[config.mk]
export PLATFORM = sky130hd
export DESIGN_NAME = mem_stage_ctrl
export DESIGN_NICKNAME = d
export VERILOG_FILES = /design/src/rtl/mem_stage_ctrl.sv
export SDC_FILE = /design/constraint.sdc
export NUM_CORES = 1
export LEC_CHECK = 0
export BUFFER_PORTS_ARGS = -buffer_cell sky130_fd_sc_hd__buf_2
export CORE_UTILIZATION = 25
export DETAILED_ROUTE_END_ITERATION = 10
export MAX_ROUTING_LAYER = met4
export PLACE_DENSITY = 0.6
export SLEW_MARGIN = 20
export SYNTH_ARGS = -nofsm -noshare
export SYNTH_HDL_FRONTEND = slang
export SYNTH_SLANG_ARGS = --single-unit
[constraint.sdc]
create_clock -name clock -period 1.7 [get_ports clock]
set_clock_uncertainty 0.2 [all_clocks]
set_input_delay 0.17 -clock clock [delete_from_list [all_inputs] [get_ports clock]]
set_output_delay 0.17 -clock clock [all_outputs]
set_load 0.1 [all_outputs]
[src/rtl/mem_stage_ctrl.sv]
// mem_stage_ctrl: MEM-stage sequencer between the EX/MEM register and a
// multi-cycle data memory. Freezes the upstream pipeline while an access is
// outstanding and hands read data to MEM/WB with a one-cycle valid.
// Optional feature macro: MEM_TIMEOUT_EN (REQ watchdog of TIMEOUT_CYC cycles).
//
// Memory handshake: dmem_req is asserted in every REQ cycle and held, with
// dmem_we/dmem_addr/dmem_wdata stable, until the cycle in which dmem_ack is
// sampled high (a one-cycle pulse, dmem_rdata valid in that same cycle).
// The transfer completes on that edge; dmem_ack seen outside REQ is ignored.
// A reset may withdraw dmem_req at any time without an ack.
module mem_stage_ctrl #(
  parameter int ADDR_W      = 32,
  parameter int DATA_W      = 32,
  parameter int TIMEOUT_CYC = 16
) (
  input  logic              clock,
  input  logic              reset_n,
  input  logic              mem_read,
  input  logic              mem_write,
  input  logic [ADDR_W-1:0] alu_addr,
  input  logic [DATA_W-1:0] wdata_in,
  output logic              stall,
  output logic              dmem_req,
  output logic              dmem_we,
  output logic [ADDR_W-1:0] dmem_addr,
  output logic [DATA_W-1:0] dmem_wdata,
  input  logic              dmem_ack,
  input  logic [DATA_W-1:0] dmem_rdata,
  output logic [DATA_W-1:0] rdata_out,
  output logic              rdata_valid,
  output logic              misalign_err,
  output logic              timeout_err,
  output logic [1:0]        state_dbg
);

  typedef enum logic [1:0] {
    IDLE = 2'd0,
    REQ  = 2'd1,
    DONE = 2'd2
  } state_t;

  state_t state, state_nxt;
  logic   acc, aligned;
  logic   stall_c, misalign_c;
  logic   tmo_hit;
  logic   timed_out;

  // A simultaneous read and write is handled as a write.
  assign acc     = mem_read | mem_write;
  assign aligned = (alu_addr[1:0] == 2'b00);

`ifdef MEM_TIMEOUT_EN
  localparam int CNT_W = ($clog2(TIMEOUT_CYC + 1) > 5) ? $clog2(TIMEOUT_CYC + 1) : 5;
  logic [CNT_W-1:0] tmo_cnt;

  // Watchdog fires in the last allowed REQ cycle if no ack is present; an ack
  // in that same cycle takes priority and completes normally.
  assign tmo_hit = (state == REQ) && !dmem_ack && (tmo_cnt == CNT_W'(TIMEOUT_CYC - 1));

  // Count REQ cycles without ack; cleared while idle so every REQ starts at 0.
  always_ff @(posedge clock or negedge reset_n) begin
    if (!reset_n) begin
      tmo_cnt <= '0;
    end else if (state == IDLE) begin
      tmo_cnt <= '0;
    end else if (state == REQ && !dmem_ack) begin
      tmo_cnt <= tmo_cnt + 1'b1;
    end
  end

  // Remember whether the REQ phase ended by watchdog, for the DONE cycle.
  always_ff @(posedge clock or negedge reset_n) begin
    if (!reset_n) begin
      timed_out <= 1'b0;
    end else if (state == REQ) begin
      timed_out <= tmo_hit;
    end
  end

  assign timeout_err = (state == DONE) && timed_out;
`else
  assign tmo_hit     = 1'b0;
  assign timed_out   = 1'b0;
  assign timeout_err = 1'b0;
`endif

  // State register.
  always_ff @(posedge clock or negedge reset_n) begin
    if (!reset_n) begin
      state <= IDLE;
    end else begin
      state <= state_nxt;
    end
  end

  // Next state, stall and misalign detection.
  always_comb begin
    state_nxt  = state;
    stall_c    = 1'b0;
    misalign_c = 1'b0;
    case (state)
      IDLE: begin
        if (acc) begin
          if (aligned) begin
            stall_c   = 1'b1;
            state_nxt = REQ;
          end else begin
            misalign_c = 1'b1;
          end
        end
      end
      REQ: begin
        stall_c = 1'b1;
        if (dmem_ack || tmo_hit) begin
          state_nxt = DONE;
        end
      end
      // EX/MEM still holds the finished instruction here, so inputs are ignored.
      DONE: begin
        state_nxt = IDLE;
      end
      default: begin
        state_nxt = IDLE;
      end
    endcase
  end

  // Latch the request on the detect cycle; capture read data on completion.
  always_ff @(posedge clock or negedge reset_n) begin
    if (!reset_n) begin
      dmem_we    <= 1'b0;
      dmem_addr  <= '0;
      dmem_wdata <= '0;
      rdata_out  <= '0;
    end else begin
      if (state == IDLE && acc && aligned) begin
        dmem_we    <= mem_write;
        dmem_addr  <= alu_addr;
        dmem_wdata <= wdata_in;
      end
      if (state == REQ && dmem_ack && !dmem_we) begin
        rdata_out <= dmem_rdata;
      end else if (tmo_hit) begin
        rdata_out <= '0;
      end
    end
  end

  // Request follows the state so a reset withdraws it immediately.
  assign dmem_req     = (state == REQ);
  assign stall        = reset_n & stall_c;
  assign misalign_err = reset_n & misalign_c;
  assign rdata_valid  = (state == DONE) && !dmem_we && !timed_out;
  assign state_dbg    = state;

endmodule

After elaboration in Yosys (flattened, before gate mapping)
Index checks and enable logic that the tools add are counted.

Flip-flop bits (word level): 99. Output and inout bits: 104.

Bitwise logic cells: 3. Reduce and logical (&&, ||, !) cells: 9. Equal/unequal tests: 5. Multiplexer cells: 10.

Operators with widths (number): 2-bit 2-to-1 mux (3); 1-bit logical AND (5); 1-bit 2-to-1 mux (5); 2-bit logical NOT (2); 2-bit != test (second input constant) (2); 2-bit case mux with 2 select lines (1); 3-bit AND reduction (1); 1-bit AND (2); 2-bit by 1-bit equality test with 1-bit output (second input constant) (1); 2-bit equality test (second input constant) (1); 2-bit by 1-bit != test with 1-bit output (second input constant) (1); 1-bit case mux with 2 select lines (1); 1-bit logical NOT (1); 1-bit OR (1).

Longest topological paths before layout
Depth after elaboration: 5. Gate-level depth with buffers: 5.

Worst setup path after synthesis
OpenSTA, ideal clock, no wires.

Path type: reg2out. Start: register state[1], in the netlist state_dbg[1]. End: output port rdata_valid. Buffers on the path: 0. Arrival: 3.298 ns. Cell stages (with the launch flop): 2. Required time: 1.330 ns. Path slack: -1.968 ns. Path through: dfrtp_1 -> nor3b_1.

Longest elaborated chain between the ends: 2.

RTL lines: from (decl) (line 42) `state_t state, state_nxt;`; from (signal assigned) (line 92) `state <= state_nxt;`; 2-bit equality test (line 153) `assign rdata_valid = (state == DONE) && !dmem_we && !timed_out;`; 1-bit logical AND (line 153); to (decl) (line 30) `output logic rdata_valid,`.

No other way between the ends.

Worst setup path in the final report
Start: register state[0], in the netlist state_dbg[0]. End: output port stall.

Longest elaborated chain between the ends: 3. Elaborated cells between the ends (all ways): 4. Classes of those cells: eq/ne (1); mux (1); bitwise (1); reduce/logical (1).

RTL lines: 2-bit by 1-bit equality test with 1-bit output / 2-bit logical NOT (equally long branches) (line 101) `case (state)`; 1-bit case mux with 2 select lines (*) (line 101); 1-bit AND (*) (line 151) `assign stall = reset_n & stall_c;`; to (decl) (line 22) `output logic stall,`.

Every way passes the cells marked *; elsewhere a longest branch is shown, timed or not.

==> impl_metrics.json <==
{
  "r2r-end": "dmem_wdata[19]",
  "cp_data_arrival_time_ns": 1.74,
  "syn_area_per_cell_um2": 17.58,
  "hold_viol": 0,
  "path_clk_slew_ns": 0.06,
  "drt-total-wl_um": 11280,
  "outcome": "finished, violations left",
  "root_buffer": "clkbuf_16",
  "violations": "setup timing",
  "vias_per_cell": 4.129,
  "grt_pass1_vias": 3366,
  "grt_antenna_before_repair": 1,
  "ff2ff_path_depth": 7,
  "syn-num-nets": 322,
  "wl_per_cell_um": 15.11,
  "fmax_mhz": 474.7,
  "numCtsBuffers": 9,
  "grt_pass1_wl_um": 17090,
  "cp_data_required_time_ns": 1.33,
  "die_w_um": 126.7,
  "synthesis.area_um2": 3885,
  "setup-violations-final": 103,
  "htreeDepth": 3,
  "whs_path_depth": 1,
  "grt_start_max_net_pins": 100,
  "final_nets": 654,
  "fp-row-count": 45,
  "endpoint_kind": "output port",
  "synth.distinct_cells": 20,
  "overflow": 0,
  "drc": 0,
  "drt_first_pass_iters": 4,
  "die_h_um": 126.7,
  "cp-start-kind": "register",
  "slowest_delay_ns": 0.47,
  "crit_type": "register to output port",
  "antenna_left": 0,
  "cts_tree": "built",
  "worst_pin_slew_ns": 0.5234,
  "final_common_cell": "buf_2",
  "clockBufferDepth": 2,
  "crit_top_cell": "buf_12",
  "grt_use_total_pct": 14.36,
  "coreArea_um2": 15200,
  "fin_crit_sh_pct": 123.9,
  "pin_count": 205,
  "rsz0062_at_grt": "yes",
  "final_cell_mix": "buf_2 (196), dlygate4sd3_1 (97), dfrtp_1 (96)",
  "finalWorstSetupSlack_ns": -0.4066,
  "drive_gt1_share_pct": 62.37,
  "crit_fanout": 3,
  "max_slew_margin_pct": 65.11,
  "initial_core_util_pct": 25.56,
  "drv_slew": 0,
  "cpMaxStageDelayCell": "dfrtp_4",
  "hpwlAfterDp_um": 6269,
  "r2r_setup_slack_ns": -0.38,
  "fp.dieArea_um2": 16040,
  "period_needed_ns": 2.107,
  "vias": 3080,
  "clock_sinks": 99,
  "clock_latency_ns": 0.34,
  "syn_inst": 221,
  "io_buffers": 203,
  "hold_class": "register to register",
  "first_iter_violations": 69,
  "yosysSeqAreaShare_pct": 63.77,
  "cap_violations": 0,
  "area_growth_pct": 82.00,
  "yosys_warnings": 0,
  "place.gp.congestion": 0.7086,
  "postSynthRegisterBits": 99,
  "worstSetupStartpoint": "state_dbg[0]",
  "r2r-start": "state_dbg[0]",
  "antenna_cells": 0,
  "cp-endpoint": "stall",
  "final_util_pct": 46.51,
  "crit_path_cell_trace": "o21bai_4 > nor4_4 > clkbuf_16 > buf_12 > o21a_4 > buf_12"
}
## cell families after synthesis
logic type	after synthesis	share of synthesized area, %
multiplexers	95	30.43
AO/OA/AOI/OAI	4	0.7086
other	1	0.09653
AND/OR/NAND/NOR	9	2.093
flip-flops	99	63.77
buffers and inverters	13	2.898
## flip-flops by register name, indices dropped and copies added (netlist names)
name and cells:
dmem_addr 32, dmem_wdata 32, dmem_we 1, rdata_out 32, state_dbg 2
## repair_timing
action | 4_1_cts | 5_1_grt
hold endpoints to repair | 196 | 0
cloned | 2 | 2
hold buffers | 97 | 0
pin swaps | 1 | 2
buffers inserted | 10 | 9
setup endpoints to repair | 100 | 103
resized for setup | 67 | 16
## layer usage
metal / track usage [%] / up-vias / routed length (µm)
met2: 24.70 / 136 / 5706
met4: 5.532 / 0 / 197
met5: - / - / 0
met3: 4.007 / 15 / 743
met1: 15.80 / 1501 / 4626
li1: - / 1428 / -
## per-stage QoR
stage	setup WS [ns]	hold slack [ns]	cells	area (µm²)	setup TNS, ns
finish	-0.4066	0.2839	746	7071	-31.67
global route	-0.4670	0.2946	746	7071	-38.26
CTS	-0.4180	0.2840	740	6980	-34.08
detailed placement	-0.1551	0.1412	615	5353	-12.20
global placement	-0.1279	0.1178	615	5353	-9.906
floorplan	-0.3713	-0.3256	221	3975	-26.80
## worst min-delay path by stage
stage                               from              to  slack [ns]
after global routing        dmem_addr[6]    dmem_addr[6]        0.29
after CTS                 dmem_wdata[18]  dmem_wdata[18]        0.28
final                       dmem_addr[3]    dmem_addr[3]        0.28
after floorplan                  reset_n    dmem_addr[0]       -0.33
after global placement           reset_n   rdata_out[16]        0.12
after detailed placement         reset_n    rdata_out[7]        0.14
## synth_stat cells
cell,count,area share [%]
dfrtp_1,99,64
buf_4,2,0.39
nor3b_1,1,0.19
nor4_4,1,0.55
nor2b_1,3,0.48
mux2_1,26,7.5
inv_1,1,0.097
o21ai_0,1,0.13
buf_6,7,2.0
and3b_1,1,0.23
a21o_1,1,0.19
o21bai_1,1,0.19
nor2_1,1,0.097
and2b_1,1,0.19
o21a_1,1,0.19
mux2_4,30,12
nor2b_4,1,0.35
buf_2,3,0.39
conb_1,1,0.097
mux2_2,39,11
## worst max-delay path: cells and delay by family, from the launching register on
kind            cells  cell delay (ns)
compound gates      2             0.31
buf+inv             3             0.44
flops               1             0.47
simple gates        1             0.17
## final cells by class
class	count	area [µm²]
Sequential cell	99	2486
Multi-Input combinational cell	109	1526
Fill cell	1319	8132
Clock inverter	4	25.02
Inverter	1	3.754
Timing Repair Buffer	333	2537
Tap cell	188	235.2
Clock buffer	12	256.5
Power is left out: the tool's default activity adds up to more than one toggle a clock period on the data nets, which glitch-free logic cannot reach.
